--- config.mk ---
export PLATFORM = sky130hd
export DESIGN_NAME = axi_rd_responder
export DESIGN_NICKNAME = d
export VERILOG_FILES = /design/src/rtl/axi_rd_responder.sv
export SDC_FILE = /design/constraint.sdc
export NUM_CORES = 1
export LEC_CHECK = 0
export ABC_AREA = 1
export BUFFER_PORTS_ARGS = -buffer_cell sky130_fd_sc_hd__buf_2
export CAP_MARGIN = 15
export CELL_PAD_IN_SITES_DETAIL_PLACEMENT = 0
export CELL_PAD_IN_SITES_GLOBAL_PLACEMENT = 1
export CORE_MARGIN = 2
export CORE_UTILIZATION = 40
export DETAILED_ROUTE_END_ITERATION = 7
export GPL_TIMING_DRIVEN = 1
export HOLD_SLACK_MARGIN = 0.15
export PLACE_DENSITY_LB_ADDON = 0.1
export SYNTH_ARGS = -nofsm -noshare
export SYNTH_HDL_FRONTEND = slang
export SYNTH_SLANG_ARGS = --single-unit
--- constraint.sdc ---
create_clock -name clk -period 5 [get_ports clk]
set_clock_uncertainty 0.05 [all_clocks]
set_input_delay 1 -clock clk [delete_from_list [all_inputs] [get_ports clk]]
set_output_delay 1 -clock clk [all_outputs]
set_load 0.01 [all_outputs]
--- src/rtl/axi_rd_responder.sv ---
// rtl/axi_rd_responder.sv - AXI4 read responder returning beat byte addresses as data (option: AXI_RD_RESP_STALL_EN)
module axi_rd_responder #(
    parameter int ADDR_BITS       = 64,
    parameter int BURST_LEN_WIDTH = 8,
    parameter int TID_WIDTH       = 8,
    parameter int DATA_WIDTH      = 64,
    parameter int LOG_REQ_DEPTH   = 2,
    parameter int LATENCY_WIDTH   = 8
) (
    input  logic                       clk,
    input  logic                       resetN,
    input  logic                       en,
    input  logic                       s_ar_valid,
    output logic                       s_ar_ready,
    input  logic [ADDR_BITS-1:0]       s_ar_addr,
    input  logic [BURST_LEN_WIDTH-1:0] s_ar_len,
    input  logic [TID_WIDTH-1:0]       s_ar_id,
    output logic                       s_r_valid,
    input  logic                       s_r_ready,
    output logic [TID_WIDTH-1:0]       s_r_id,
    output logic [DATA_WIDTH-1:0]      s_r_data,
    output logic                       s_r_last,
    input  logic [LATENCY_WIDTH-1:0]   crs_latency,
    output logic [LOG_REQ_DEPTH:0]     outstandingCnt,
    output logic                       busy
);

    localparam int DEPTH = 1 << LOG_REQ_DEPTH;
    localparam int BYTES = DATA_WIDTH / 8;

    typedef enum logic [1:0] {ST_IDLE, ST_WAIT, ST_BURST} state_t;

    state_t                     state, state_next;
    logic [ADDR_BITS-1:0]       q_addr [DEPTH];
    logic [BURST_LEN_WIDTH-1:0] q_len  [DEPTH];
    logic [TID_WIDTH-1:0]       q_id   [DEPTH];
    logic [LOG_REQ_DEPTH-1:0]   wr_ptr, rd_ptr;
    logic [LOG_REQ_DEPTH:0]     cnt_next;
    logic [LATENCY_WIDTH-1:0]   lat_cnt;
    logic [BURST_LEN_WIDTH-1:0] beat_cnt;
    logic                       rst_done;
    logic                       push, pop, in_burst, beat_last;
    logic [ADDR_BITS-1:0]       beat_addr;

    // rst_done keeps s_ar_ready low while reset is asserted even though the count reads zero
    assign s_ar_ready = en && rst_done &&
                        (outstandingCnt < (LOG_REQ_DEPTH+1)'(DEPTH));
    assign push       = s_ar_valid && s_ar_ready;
    assign pop        = s_r_valid && s_r_ready && s_r_last;
    assign in_burst   = (state == ST_BURST);
    assign beat_last  = (beat_cnt == q_len[rd_ptr]);
    assign beat_addr  = q_addr[rd_ptr] + ADDR_BITS'(beat_cnt) * ADDR_BITS'(BYTES);

    always_comb begin
        cnt_next = outstandingCnt;
        if (push && !pop)
            cnt_next = outstandingCnt + 1'b1;
        else if (pop && !push)
            cnt_next = outstandingCnt - 1'b1;
    end

    always_ff @(posedge clk) begin
        if (push) begin
            q_addr[wr_ptr] <= s_ar_addr;
            q_len[wr_ptr]  <= s_ar_len;
            q_id[wr_ptr]   <= s_ar_id;
        end
    end

    always_ff @(posedge clk or negedge resetN) begin
        if (!resetN) begin
            rst_done       <= 1'b0;
            wr_ptr         <= '0;
            rd_ptr         <= '0;
            outstandingCnt <= '0;
        end else begin
            rst_done       <= 1'b1;
            outstandingCnt <= cnt_next;
            if (push)
                wr_ptr <= wr_ptr + 1'b1;
            if (pop)
                rd_ptr <= rd_ptr + 1'b1;
        end
    end

    always_ff @(posedge clk or negedge resetN) begin
        if (!resetN)
            state <= ST_IDLE;
        else
            state <= state_next;
    end

    always_comb begin
        state_next = state;
        case (state)
            ST_IDLE:  if (outstandingCnt != '0) state_next = ST_WAIT;
            ST_WAIT:  if (lat_cnt == '0) state_next = ST_BURST;
            ST_BURST: if (pop) state_next = (cnt_next != '0) ? ST_WAIT : ST_IDLE;
            default:  state_next = ST_IDLE;
        endcase
    end

    // Latency is sampled only on entry to ST_WAIT; later changes to crs_latency are ignored
    always_ff @(posedge clk or negedge resetN) begin
        if (!resetN) begin
            lat_cnt  <= '0;
            beat_cnt <= '0;
        end else begin
            if (state_next == ST_WAIT && state != ST_WAIT)
                lat_cnt <= crs_latency;
            else if (state == ST_WAIT && lat_cnt != '0)
                lat_cnt <= lat_cnt - 1'b1;
            if (state == ST_WAIT)
                beat_cnt <= '0;
            else if (s_r_valid && s_r_ready && !s_r_last)
                beat_cnt <= beat_cnt + 1'b1;
        end
    end

`ifdef AXI_RD_RESP_STALL_EN
    logic [7:0] lfsr;
    logic       valid_hold;

    // valid_hold keeps a presented beat up until it is taken, whatever the LFSR does
    always_ff @(posedge clk or negedge resetN) begin
        if (!resetN) begin
            lfsr       <= 8'hA5;
            valid_hold <= 1'b0;
        end else begin
            lfsr       <= {lfsr[6:0], lfsr[7] ^ lfsr[5] ^ lfsr[4] ^ lfsr[3]};
            valid_hold <= s_r_valid && !s_r_ready;
        end
    end

    always_comb begin
        s_r_valid = in_burst && (valid_hold || lfsr[0]);
    end
`else
    always_comb begin
        s_r_valid = in_burst;
    end
`endif

    always_comb begin
        s_r_id   = '0;
        s_r_data = '0;
        s_r_last = 1'b0;
        busy     = (state != ST_IDLE);
        if (in_burst) begin
            s_r_id   = q_id[rd_ptr];
            s_r_data = DATA_WIDTH'(beat_addr);
            s_r_last = beat_last;
        end
    end

endmodule

* Yosys cells after proc, flatten, opt, wreduce, memory -nomap -nowiden
Memory sizes are Yosys's and may differ from the RTL's. Index checks and enable logic that the tools add are counted.
Storage, ports and cells: register bits 26, memory bits (writable) 320, input bits 93, output and inout bits 79, logic and storage cells 60, memories 3
Memories:
- q_addr | words 4, width 64, rd ports 1, clocked after Yosys merged registers in 0, wr ports 1, line 34 | logic [ADDR_BITS-1:0] q_addr [DEPTH];
- q_id | words 4, width 8, rd ports 1, clocked after Yosys merged registers in 0, wr ports 1, line 36 | logic [TID_WIDTH-1:0] q_id [DEPTH];
- q_len | words 4, width 8, rd ports 1, clocked after Yosys merged registers in 0, wr ports 1, line 35 | logic [BURST_LEN_WIDTH-1:0] q_len [DEPTH];
Operators by class: $add $sub $neg 7, magnitude comparators 1, equal/unequal tests 5, multiplexer cells 16, reductions and logical operators 21
Operators with widths (number):
- adder 64 x 11 -> 64 bit | 1
- 2-to-1 mux 64 bit | 1
- 2-to-1 mux 8 bit | 5
- logical AND 1 bit | 10
- adder 8 x 1 -> 8 bit, second input constant | 1
- equality test 8 bit | 1
- logical NOT 8 bit | 1
- nonzero test 8 bit | 1
- subtractor 8 x 1 -> 8 bit, second input constant | 1
- 2-to-1 mux 2 bit | 3
- 2-to-1 mux 3 bit | 2
- case mux 2 bit (3 select lines) | 1
- nonzero test 2 bit | 3
- nonzero test 3 bit | 2
- adder 2 x 1 -> 2 bit, second input constant | 2
- equality test 2 x 1 -> 1 bit, second input constant | 2
- 2-to-1 mux 1 bit | 4
- adder 3 x 1 -> 3 bit, second input constant | 1
- logical NOT 1 bit | 3
- < comparator 3 bit, second input constant | 1
- subtractor 3 x 1 -> 3 bit, second input constant | 1
- equality test 2 bit, second input constant | 1
- logical NOT 2 bit | 1
- inequality test 2 x 1 -> 1 bit, second input constant | 1

* Depth between registers and ports, before layout
Gate-level depths: netlist (run 1).
depth in word-level cells 14, gate-level depth with buffers 25, mapped depth without buffers 22

* Worst setup path after synthesis (run 1)
OpenSTA, ideal clock, no wires.
kind input port to flip-flop, start input en, end memory q_addr[0][0], enable pin, library setup time 0.519 ns, arrival time 4.859 ns, required time 4.431 ns, setup slack -0.428 ns, stages on the path 4, path buffers 0, path through nand2_1 -> nor2_1 -> nand2_1 -> nor2_1
On the way: longest elaborated chain between the ends 5
Ends and longest elaborated chain:
- from (decl) | line 12 | input logic en,
- logical AND 1 bit (2 in a row) | line 46 | assign s_ar_ready = en && rst_done &&
- named net s_ar_ready | line 14 | output logic s_ar_ready,
- logical AND 1 bit | line 48 | assign push = s_ar_valid && s_ar_ready;
- 2-to-1 mux 1 bit | line 63 | if (push) begin
- 2-to-1 mux 1 bit (not written as such) | line 64 | q_addr[wr_ptr] <= s_ar_addr;
- to (decl) | line 34
The timed path passes the listed nets, and every way through them passes these cells.

* Worst setup path after layout (run 1)
start register rd_ptr[0], end output s_r_data[53]
On the way: longest elaborated chain between the ends 3
Ends and longest elaborated chain:
- from (decl) | line 37 | logic [LOG_REQ_DEPTH-1:0] wr_ptr, rd_ptr;
- from (signal assigned) | line 82 | rd_ptr <= rd_ptr + 1'b1;
- memory (4 x 64 bit)
- adder 64 x 11 -> 64 bit | line 52 | assign beat_addr = q_addr[rd_ptr] + ADDR_BITS'(beat_cnt) * ADDR_BITS'(BYTES);
- 2-to-1 mux 64 bit | line 149 | if (in_burst) begin
- to (decl) | line 21 | output logic [DATA_WIDTH-1:0] s_r_data,
Every way passes these cells.

==> summary.md, run 1 <==
| Metric | Value |
|---|---|
| Status | `finished, final reports clean` |
| Crit. End Element | `primary output` |
| Syn Nets | `1,680` |
| Top FF cell, synth | `edfxtp_1` |
| Worst path cell trace | `buf_6, buf_16, o21ai_0, o22a_1, nor2_2, nand2_1, nor2_4, inv_1, nor2_1, nand3_1, nand2_1, nand3_1, xor2_1, nor2_1, buf_2` |
| Crit-path max cell delay | `a little over 500 ps` |
| P_leak | `7.28 nW` |
| Final Hold Fails | `0` |
| GRT Total Usage | `21.3%` |
| Hold/Removal Path Class | `in2async` |
| Fin worst setup slack | `167 ps` |
| Synth warn | `0` |
| Synth Area per Inst | `10.5 sq um` |
| Setup TNS | `0 ps` |
| Routed Antenna Nets | `0` |
| First drt pass iteration count | `5` |
| Ant. Diodes | `0` |
| Critical R2R Launch | `rd_ptr[0]` |
| Synthesized area | `16,500 sq um` |
| CTS tree | `built` |
| Critical Path Fanout Max | `65` |
| CTS sink cnt | `346` |
| Clk buf depth | `3` |
| Post-DP Area | `17,900 sq um` |
| Die area | `43,000 sq um` |
| Highest metal used | `met4` |
| DP Wirelength | `~31 mm` |
| Average wire per standard cell | `~20 um` |
| Starting Density | `40.5%` |
| Port Buf Inserts | `171` |
| Met3 wire len | `1.93 mm` |
| Slowest CP cell | `dfrtp_4` |
| Die Height | `a little over 200 um` |
| Final Max Tran Viols | `0` |
| Inserted Clock Buffers | `40` |
| Vias post-DR | `between 10,000 and 15,000` |
| Reg2reg end | `lat_cnt[1]` |
| Fmax achieved | `207 MHz` |
| Largest area contributor in the netlist | `edfxtp_1` |
| First-iteration detailed-routing DRC count | `between 800 and 900` |
| WS Path Type | `reg2out` |
| Synth async-reset ratio | `7.51%` |
| Gpl congestion | `0.841` |
| Site Rows | `74` |
| Worst Setup Start Kind | `flop` |
| Initial antenna violation count | `1` |
| Post-route cell area | `about 20,000 sq um` |
| Arrival @ worst endpoint | `between 3000 and 4000 ps` |
| Clock latency on the worst-skew pair | `550 ps` |
| Setup WS pre-CTS | `391 ps` |
| Seq/Total Area, Yosys | `62.1%` |
| Required time of the critical path | `3950 ps` |
| M1 WL | `20.9 mm` |
| Synth cell types | `55` |
| Max IR drop VDD | `0.000228 V` |
| Nets | `1,887` |
| Die W | `207 um` |
| Global route overflow | `0` |
| Final Setup Violations | `0` |
| Fraction of layout cells with a size suffix above 1 | `between 20% and 30%` |
| Vias in the first global route | `11,681` |
| Worst Path Buf+Inv | `4` |
| Final WL | `46.5 mm` |
| Core Box Area | `40,800 sq um` |
| Post-synth EDFFs | `320` |
| Mapped Cells | `1,569` |
| Crit path time final | `4830 ps` |
| Area contributors post-synth | `edfxtp_1 58%, nand2_1 6.7%, nor2_1 5.0%, dfrtp_1 3.9%, o21ai_0 3.1%` |
| Clk slew on worst S/H paths | `around 50 ps` |
| Max-Cap Viols | `0` |
| Max transition margin | `34.1%` |
| H-tree depth | `2` |
| Vias per inst | `slightly above 5` |
| Met2 routed WL | `between 20 and 25 mm` |
| Most common cell in the synthesized netlist | `edfxtp_1` |
| CTS Root Buffer Type | `clkbuf_16` |
| Worst r2r path cells | `19` |
| Largest net degree at the start of global routing | `81` |
| Synth top area share | `58.1%` |
| Post-synth top cells | `320 x edfxtp_1, 293 x nand2_1, 222 x nor2_1` |
| PD cells | `around 340 nW/um^2` |
| Layout area overhead | `18.5%` |
| Final period util | `slightly below 100%` |
| Pwr Total | `0.00657 W` |
| Drc violations | `0` |
| First-pass GRT wire length | `70.2 mm` |
| I/O pins | `172` |
| Worst Tran Pin Value | `987 ps` |
| #FFs+latches synth | `about 350` |
| Min Hold Slack | `approximately 430 ps` |
| R2R Setup Slk | `around 1900 ps` |
| Delay-heaviest family, CP | `simple AND/OR/NAND/NOR gates` |
[metal layers]
metal | global-route usage, % | vias to the layer above
li1 | - | 5887
met1 | 29.3 | 5860
met2 | 35.2 | 257
met3 | 3.07 | 53
met4 | 5.81 | 0
met5 | 0 | -
[layout make-up]
cell class | count | area [sq um]
clock buffer | 56 | 1090
clock inverter | 15 | 103
fill | 3815 | 21200
inverter | 128 | 494
multi-input combinational | 1035 | 5590
sequential | 346 | 10300
tap | 532 | 666
timing repair buffer | 225 | 1390
[worst max path at each step]
stage,slack [ps],startpoint,end,depth (start not counted)
5_1_grt,-40,rd_ptr[0],s_r_data[49],20
4_1_cts,7,rd_ptr[0],s_r_data[44],19
6_report,170,rd_ptr[0],s_r_data[53],15
3_3_place_gp,440,rd_ptr[0],s_r_data[56],14
2_1_floorplan,-430,en,q_addr[0][0],4
3_5_place_dp,390,rd_ptr[0],s_r_data[34],17
[sequential cells by signal (all words and copies together) (netlist names)]
| signal | cells |
|---|---|
| q_addr | 256 |
| q_id | 32 |
| q_len | 32 |
| beat_cnt | 8 |
| lat_cnt | 8 |
| outstandingCnt | 3 |
| rd_ptr | 2 |
| state | 2 |
| wr_ptr | 2 |
| rst_done | 1 |
[power by group]
| group | switching [W] | internal (W) | total (W) | leakage [nW] |
|---|---|---|---|---|
| Clock | 0.00112 | 0.00157 | 0.00269 | 0.583 |
| Combinational | 0.000334 | 0.000193 | 0.000527 | 3.50 |
| Sequential | 0.0000668 | 0.00329 | 0.00335 | 3.20 |
[placed cells by master (no fill, tap or decap), types with 24 or more instances in the layout]
master     Yosys  final
nand2_1      293    289
xor2_1        27     27
buf_4         10     42
nand3_1       88     86
edfxtp_1     320    320
nor3_1        25     25
dfrtp_1       26     24
inv_1        105    104
buf_2         10    171
a21oi_1       87     84
clkbuf_16      0     41
o21ai_0      101     94
nor2_1       222    211
[worst reg2reg max path, delay by kind of cell, from the launching register on]
kind / cells / cell delay (ps)
simple gates: 17 / 2050
flops: 1 / 550
buf+inv: 2 / 380
[cell families (layout without fill, tap and decap cells)]
group,after synthesis,after routing,synth area share [%]
XOR/XNOR,34,34,1.80
other,1,1,0.0227
adder cells (fa/ha/maj),18,18,1.41
AO/OA/AOI/OAI,271,271,10.1
flip-flops,346,346,62.1
AND/OR/NAND/NOR,711,711,18.9
buffers and inverters,188,424,5.65
[stage by stage]
step           std cells  util (%)
5_1_grt             2337      48.0
4_1_cts             2318      47.0
3_5_place_dp        2245      43.9
2_1_floorplan       1569         -
6_report            2337      48.0
3_3_place_gp        2245      43.9
[what timing repair did]
item / CTS / global route
endpoints found under the setup margin: 25 / 29
pin swaps: 1 / 23
hold buffers: 0 / 0
resized for setup: 15 / 64
endpoints found under the hold margin: 0 / 0
buffers inserted: 2 / 19
Note: power is estimated with default switching activity, not from simulation.
==> inputs of run 2 (changes only) <==
==> constraint.sdc (replaced) <==
create_clock -name clk -period 5 [get_ports clk]
set_clock_uncertainty 0.05 [all_clocks]
set_input_delay 0.5 -clock clk [delete_from_list [all_inputs] [get_ports clk]]
set_output_delay 0.5 -clock clk [all_outputs]
set_load 0.01 [all_outputs]
==> run 2 against run 1 <==
  * Critical path depth down 3
  * Design area increased by 2.3%
  * Non-clock buffer count rose by 64
  * Die area is the same
  * Clock-buffer cell count fell by 10
  * Sequential share of layout area shrank 1.2 points
  * Clock power is essentially flat
  * Via count is 0.47% higher
  * Wire length shrank 1.8%
  * Utilization is 1.1 points higher
  * Cell count increased by 2.6%
  * Global-route usage decreased by 0.20 points
  * Largest power group unchanged
  * Highest routed layer unchanged
==> summary.md, run 2 (same netlist as run 1, synthesis figures left out) <==
| Metric | Value |
|---|---|
| Fraction of layout cells with a size suffix above 1 | `a little under a fifth` |
| First drt pass iteration count | `5` |
| Internal Power | `between 0.005 and 0.006 W` |
| Die area | `43,000 sq um` |
| Inserted Clock Buffers | `39` |
| Max-Cap Viols | `0` |
| First-iteration detailed-routing DRC count | `775` |
| Final period util | `a little over nine tenths` |
| Largest reg by FF count | `q_addr` |
| Hold/Removal Path Class | `in2reg` |
| CTS sink cnt | `roughly 350` |
| Max IR drop VDD | `0.000286 V` |
| Vias post-DR | `12,114` |
| PD cells | `332 nW/um^2` |
| I/O pins | `172` |
| Vias in the first global route | `11,810` |
| P_leak | `7.46 nW` |
| Vias per inst | `5.05` |
| Sw Ratio | `between 20% and 30%` |
| Drc violations | `0` |
| CTS tree | `built` |
| Max reg flops | `256` |
| Logic pwr share | `under 10%` |
| Unrepaired setup endpoints after global routing | `no` |
| Initial antenna violation count | `0` |
| Starting Density | `40.5%` |
| Top Registers | `q_addr x256, q_id x32, q_len x32` |
| Final WL | `approximately 46 mm` |
| Worst Setup Start Kind | `flop` |
| Worst Tran Pin Value | `slightly above 800 ps` |
| CTS Root Buffer Type | `clkbuf_16` |
| Register area | `10,300 sq um` |
| Clk slew on worst S/H paths | `~60 ps` |
| Gpl congestion | `0.865` |
| Commonest non-fill, non-tap cell in the layout | `edfxtp_1` |
| Clock network fraction of total power | `around two fifths` |
| Register share of total power | `just over 50%` |
| Port Buf Inserts | `171` |
| Ant. Diodes | `0` |
| Routed Antenna Nets | `0` |
| Largest net degree at the start of global routing | `81` |
| Die Height | `207 um` |
| GRT Total Usage | `21.1%` |
| Fmax achieved | `roughly 210 MHz` |
| Layout area overhead | `21.3%` |
| Crit path time final | `4700 ps` |
| WS Path Type | `reg2out` |
| Average wire per standard cell | `between 15 and 20 um` |
| Die W | `207 um` |
| Final Instance Count excl. Fillers | `2,398` |
| Crit. End Element | `primary output` |
| First-pass GRT wire length | `69.5 mm` |
| Clk buf depth | `3` |
| Final Max Tran Viols | `0` |
| Most frequent cells in the layout | `320 x edfxtp_1, 293 x nand2_1, 217 x nor2_1, 171 x buf_2, 105 x inv_1` |
| Placed cells | `2,235` |
| Multi-input logic area | `around 5400 sq um` |
| Switch Pwr | `0.00156 W` |
| Arrival @ worst endpoint | `4150 ps` |
| Global route overflow | `0` |
| Core Box Area | `40,800 sq um` |
| Status | `finished, final reports clean` |
| Final Hold Fails | `0` |
| Critical Path Fanout Max | `72` |
| H-tree depth | `2` |
| Nets | `between 1,500 and 2,000` |
| Clock latency on the worst-skew pair | `560 ps` |
| Setup TNS | `0 ps` |
| DP Wirelength | `31.4 mm` |
| Max transition margin | `between 40 and 50%` |
| Site Rows | `74` |
| Final Setup Violations | `0` |
| Fillers | `approximately 3,800` |
| Required time of the critical path | `4450 ps` |
==> run 2: cell count changes in the layout (fill, tap and decap cells not counted), moves of 6 or more <==
cell | previous run | this run
dlygate4sd3_1 | 0 | 88
buf_4 | 42 | 24
clkbuf_1 | 14 | 6
nor2_4 | 18 | 11
nor2_1 | 211 | 217
o21ai_0 | 94 | 100
==> run 2: path summary, 6_finish.rpt <==
kind | start | to | slack, ps | depth (start not counted)
max in group asynchronous | resetN | rd_ptr[0] | 3940 | 2
min | crs_latency[0] | lat_cnt[0] | 190 | 5
min in group asynchronous | resetN | beat_cnt[1] | 460 | 2
max | rd_ptr[0] | s_r_data[63] | 300 | 12
min reg2reg | lat_cnt[1] | lat_cnt[1] | 500 | 2
max reg2reg | rd_ptr[1] | lat_cnt[0] | 1640 | 21
==> run 2: layout make-up <==
cell class,instances,share of cell area [%]
Sequential cell,346,51.2
Multi-Input combinational cell,1035,26.9
Timing Repair Buffer,289,10.1
Clock buffer,46,5.05
Tap cell,532,3.32
Inverter,128,2.47
Clock inverter,22,0.993
==> run 2: layer usage <==
metal	vias up	track usage [%]	wire, um
met2	249	35.8	22300
met3	41	2.71	1910
met1	5825	28.8	20900
met4	0	5.07	610
li1	5999	-	-
met5	-	0	0
==> run 2: timing repair <==
action	CTS	global route
pin swaps	0	3
gates resized for setup	1	9
gates cloned	0	0
hold endpoints to repair	353	0
buffers inserted	0	7
hold buffers	88	0
setup endpoints to repair	1	26
==> run 2: power by group through the flow <==
stage	Sequential, W	Clock, W	Combinational, W
2_1_floorplan	0.00341	0	0.000332
3_5_place_dp	0.00341	0	0.000530
6_report	0.00335	0.00272	0.000575
3_3_place_gp	0.00341	0	0.000521
4_1_cts	0.00335	0.00278	0.000587
5_1_grt	0.00336	0.00290	0.000655
==> run 2: through the flow <==
stage / area [sq um] / hold WS (ps) / total power (W) / worst slack, ps / util (%)
2_1_floorplan: 16500 / 154 / 0.00374 / 72.1 / -
3_3_place_gp: 17900 / 491 / 0.00393 / 590 / 43.7
3_5_place_dp: 17900 / 497 / 0.00394 / 475 / 43.7
4_1_cts: 20000 / 163 / 0.00672 / 19.6 / 48.9
5_1_grt: 20000 / 191 / 0.00692 / 49.4 / 49.1
6_report: 20000 / 194 / 0.00664 / 301 / 49.1
==> run 2: critical path, cell delays in order (launching register included) <==
cell and delay, ps:
dfrtp_4 560, clkinv_8 160, buf_4 600, nand2_1 110
a32oi_1 410, nand2_1 130, inv_1 170, nand3_2 160
nor4_4 450, nand4_1 270, xor2_1 210, nor2_1 130
buf_2 150
==> inputs of run 3 (changes only) <==
--- a/config.mk
+++ b/config.mk
@@ -5,7 +5,7 @@
 export SDC_FILE = /design/constraint.sdc
 export NUM_CORES = 1
 export LEC_CHECK = 0
-export ABC_AREA = 1
+export ABC_AREA = 0
 export BUFFER_PORTS_ARGS = -buffer_cell sky130_fd_sc_hd__buf_2
 export CAP_MARGIN = 15
 export CELL_PAD_IN_SITES_DETAIL_PLACEMENT = 0
==> run 3 against run 2 <==
  * Total power is 6.1% higher
  * Wire length is 22% lower
  * Register-to-register slack worse by 230 ps
  * Sequential share of layout area is 3.6 points higher
  * Worst hold slack worse by 21 ps
  * Largest cell class unchanged
  * Highest routed layer unchanged
==> summary.md, run 3 <==
| Metric | Value |
|---|---|
| Status | `finished, final reports clean` |
| First-iteration detailed-routing DRC count | `480` |
| Final WL | `35.6 mm` |
| First drt pass iteration count | `5` |
| Final Setup Violations | `0` |
| Fillers | `3,312` |
| Area contributors post-synth | `edfxtp_1 63%, mux4_2 11%, dfrtp_1 4.2%, xnor2_1 2.7%, nor2_1 1.7%` |
| Die Height | `200 um` |
| WS Path Type | `reg2out` |
| Vias per inst | `5.08` |
| Drc violations | `0` |
| Gpl congestion | `0.705` |
| Switch Pwr | `0.00166 W` |
| Hold/Removal Path Class | `in2reg` |
| Synth async-reset ratio | `under 10%` |
| Inserted Clock Buffers | `39` |
| Die area | `approximately 40,000 sq um` |
| Setup TNS | `0 ps` |
| Worst Tran Pin Value | `between 900 and 1000 ps` |
| Synth Area per Inst | `17.0 sq um` |
| Largest reg by FF count | `q_addr` |
| Final Instance Count excl. Fillers | `approximately 1,700` |
| Final Hold Fails | `0` |
| Top FF cell, synth | `edfxtp_1` |
| Initial antenna violation count | `2` |
| Mapped Cells | `~900` |
| Synthesized area | `15,300 sq um` |
| Average wire per standard cell | `between 20 and 25 um` |
| Post-synthesis mux area share | `12.2%` |
| Crit. End Element | `primary output` |
| Most frequent cells in the layout | `320 x edfxtp_1, 171 x buf_2, 79 x dlygate4sd3_1, 76 x mux4_2, 69 x nor2_1` |
| Largest area contributor in the netlist | `edfxtp_1` |
| Most common cell in the synthesized netlist | `edfxtp_1` |
| Final Max Tran Viols | `0` |
| Post-synth EDFFs | `320` |
| Sw Ratio | `23.5%` |
| Top Registers | `q_addr x256, q_id x32, q_len x32` |
| Fraction of layout cells with a size suffix above 1 | `31.4%` |
| Synth top area share | `62.7%` |
| Routed Antenna Nets | `0` |
| Nets | `roughly 1,300` |
| Seq/Total Area, Yosys | `67.0%` |
| Arrival @ worst endpoint | `4100 ps` |
| Register share of total power | `48.4%` |
| Area share of fa/ha/maj cells after synthesis | `1.58%` |
| Internal Power | `approximately 0.0054 W` |
| Starting Density | `40.7%` |
| Multi-input logic area | `~4700 sq um` |
| Clock network fraction of total power | `39.2%` |
| Synth cell types | `66` |
| Port Buf Inserts | `171` |
| H-tree depth | `2` |
| Largest net degree at the start of global routing | `66` |
| Register area | `10,300 sq um` |
| R2R Setup Slk | `1410 ps` |
| CTS Root Buffer Type | `clkbuf_16` |
| Max reg flops | `roughly 260` |
| Global route overflow | `0` |
| P_leak | `6.52 nW` |
| #FFs+latches synth | `346` |
| I/O pins | `172` |
| Clk buf depth | `3` |
| Syn Nets | `1,013` |
| Clk slew on worst S/H paths | `50 ps` |
| CTS tree | `built` |
| Final period util | `93.0%` |
| Largest family of logic cells by synthesized area | `multiplexers` |
| Post-synth top cells | `320 x edfxtp_1, 76 x mux4_2, 69 x nor2_1` |
| Layout area overhead | `22.3%` |
| Max IR drop VDD | `0.000257 V` |
| Synth Area in Simple Gates | `10.1%` |
| Clock latency on the worst-skew pair | `about 520 ps` |
| DP Wirelength | `22.4 mm` |
| Critical Path Fanout Max | `18` |
| Worst Setup Start Kind | `flop` |
| Crit path time final | `around 4600 ps` |
| Core Box Area | `37,700 sq um` |
| First-pass GRT wire length | `53.7 mm` |
| Vias in the first global route | `about 9,000` |
| PD cells | `376 nW/um^2` |
| Max transition margin | `34.1%` |
| Site Rows | `71` |
| Die W | `200 um` |
| Compound-Gate Fraction of Synth Area | `3.19%` |
| Logic pwr share | `12.4%` |
| Vias post-DR | `8,696` |
| Required time of the critical path | `4450 ps` |
| Post-cts gate resize count | `0` |
| Synth warn | `0` |
| Synth Area in XOR/XNOR | `3.77%` |
| Fmax achieved | `215 MHz` |
| Commonest non-fill, non-tap cell in the layout | `edfxtp_1` |
| GRT Total Usage | `18.1%` |
| Unrepaired setup endpoints after global routing | `no` |
| CTS sink cnt | `~350` |
| Placed cells | `1,564` |
| Max-Cap Viols | `0` |
-- run 3: cell count changes after synthesis, sizes merged, moves of 40 or more --
cell / previous run / this run
inv: 126 / 21
mux4: 0 / 76
nor2: 252 / 69
o21ai: 116 / 22
xnor2: 7 / 47
a21oi: 87 / 24
nand2: 305 / 43
nand3: 92 / 21
-- run 3: final cells by class --
type | count | share of cell area [%]
tap | 511 | 3.41
timing repair buffer | 266 | 9.56
multi-input combinational | 500 | 25.2
antenna | 1 | 0.0134
clock buffer | 53 | 5.77
sequential | 346 | 54.8
inverter | 21 | 0.421
clock inverter | 14 | 0.761
-- run 3: timing repair --
| action | 4_1_cts | 5_1_grt |
|---|---|---|
| endpoints found under the hold margin | 316 | 0 |
| endpoints found under the setup margin | 0 | 3 |
| hold buffers | 79 | 0 |
| buffers inserted | 0 | 1 |
-- run 3: critical path, cell delays in order, from the launching register on --
cell and delay, ps:
dfrtp_4 590, mux4_2 540, ha_1 220, fa_1 430, a211oi_1 240, nor2_1 120, o31a_2 410, nand3_2 420
nor3_2 80, xnor2_1 150, nor2_1 180, buf_2 180
-- run 3: logic make-up (layout without fill, tap and decap cells) --
family | count (synthesis) | in the layout
flops | 346 | 346
simple gates | 249 | 249
mux | 91 | 91
compound gates | 74 | 74
xor+xnor | 66 | 66
buf+inv | 56 | 354
fa+ha+maj | 19 | 19
other cells | 1 | 2
-- run 3: path summary, 6_finish.rpt --
kind | start | to | cells after the start
setup / recovery | rd_ptr[0] | s_r_data[49] | 11
hold / removal | s_ar_addr[11] | q_addr[3][11] | 1
setup reg to reg | rd_ptr[0] | outstandingCnt[1] | 8
hold reg to reg | lat_cnt[1] | lat_cnt[1] | 1
max in group asynchronous | resetN | rd_ptr[0] | 2
min in group asynchronous | resetN | rst_done | 2
-- run 3: power by group through the flow --
stage | Clock (W) | Sequential [W] | Combinational, W
2_1_floorplan | 0 | 0.00346 | 0.000600
3_3_place_gp | 0 | 0.00347 | 0.000841
3_5_place_dp | 0 | 0.00347 | 0.000845
4_1_cts | 0.00283 | 0.00342 | 0.000898
5_1_grt | 0.00293 | 0.00343 | 0.000993
6_report | 0.00276 | 0.00341 | 0.000872
-- run 3: through the flow --
| stage | total power (W) | setup WS, ps | util (%) | cell area [sq um] | hold WS, ps |
|---|---|---|---|---|---|
| 3_3_place_gp | 0.00431 | 724 | 44.4 | 16700 | 484 |
| 2_1_floorplan | 0.00406 | 580 | - | 15300 | 154 |
| 5_1_grt | 0.00735 | 135 | 49.7 | 18700 | 154 |
| 3_5_place_dp | 0.00432 | 742 | 44.4 | 16700 | 484 |
| 6_report | 0.00705 | 352 | 49.7 | 18700 | 174 |
| 4_1_cts | 0.00714 | 152 | 49.7 | 18700 | 154 |
-- run 3: metal layers --
layer  share of wire [%]  wire, um  vias up  GRT usage [%]
met5                   0         0        -              0
met4                 1.5       550        0           4.53
met3                 4.0      1430       45           2.85
met2                  48     17200      158           29.6
met1                  46     16400     4421           25.4
li1                    -         -     4072              -
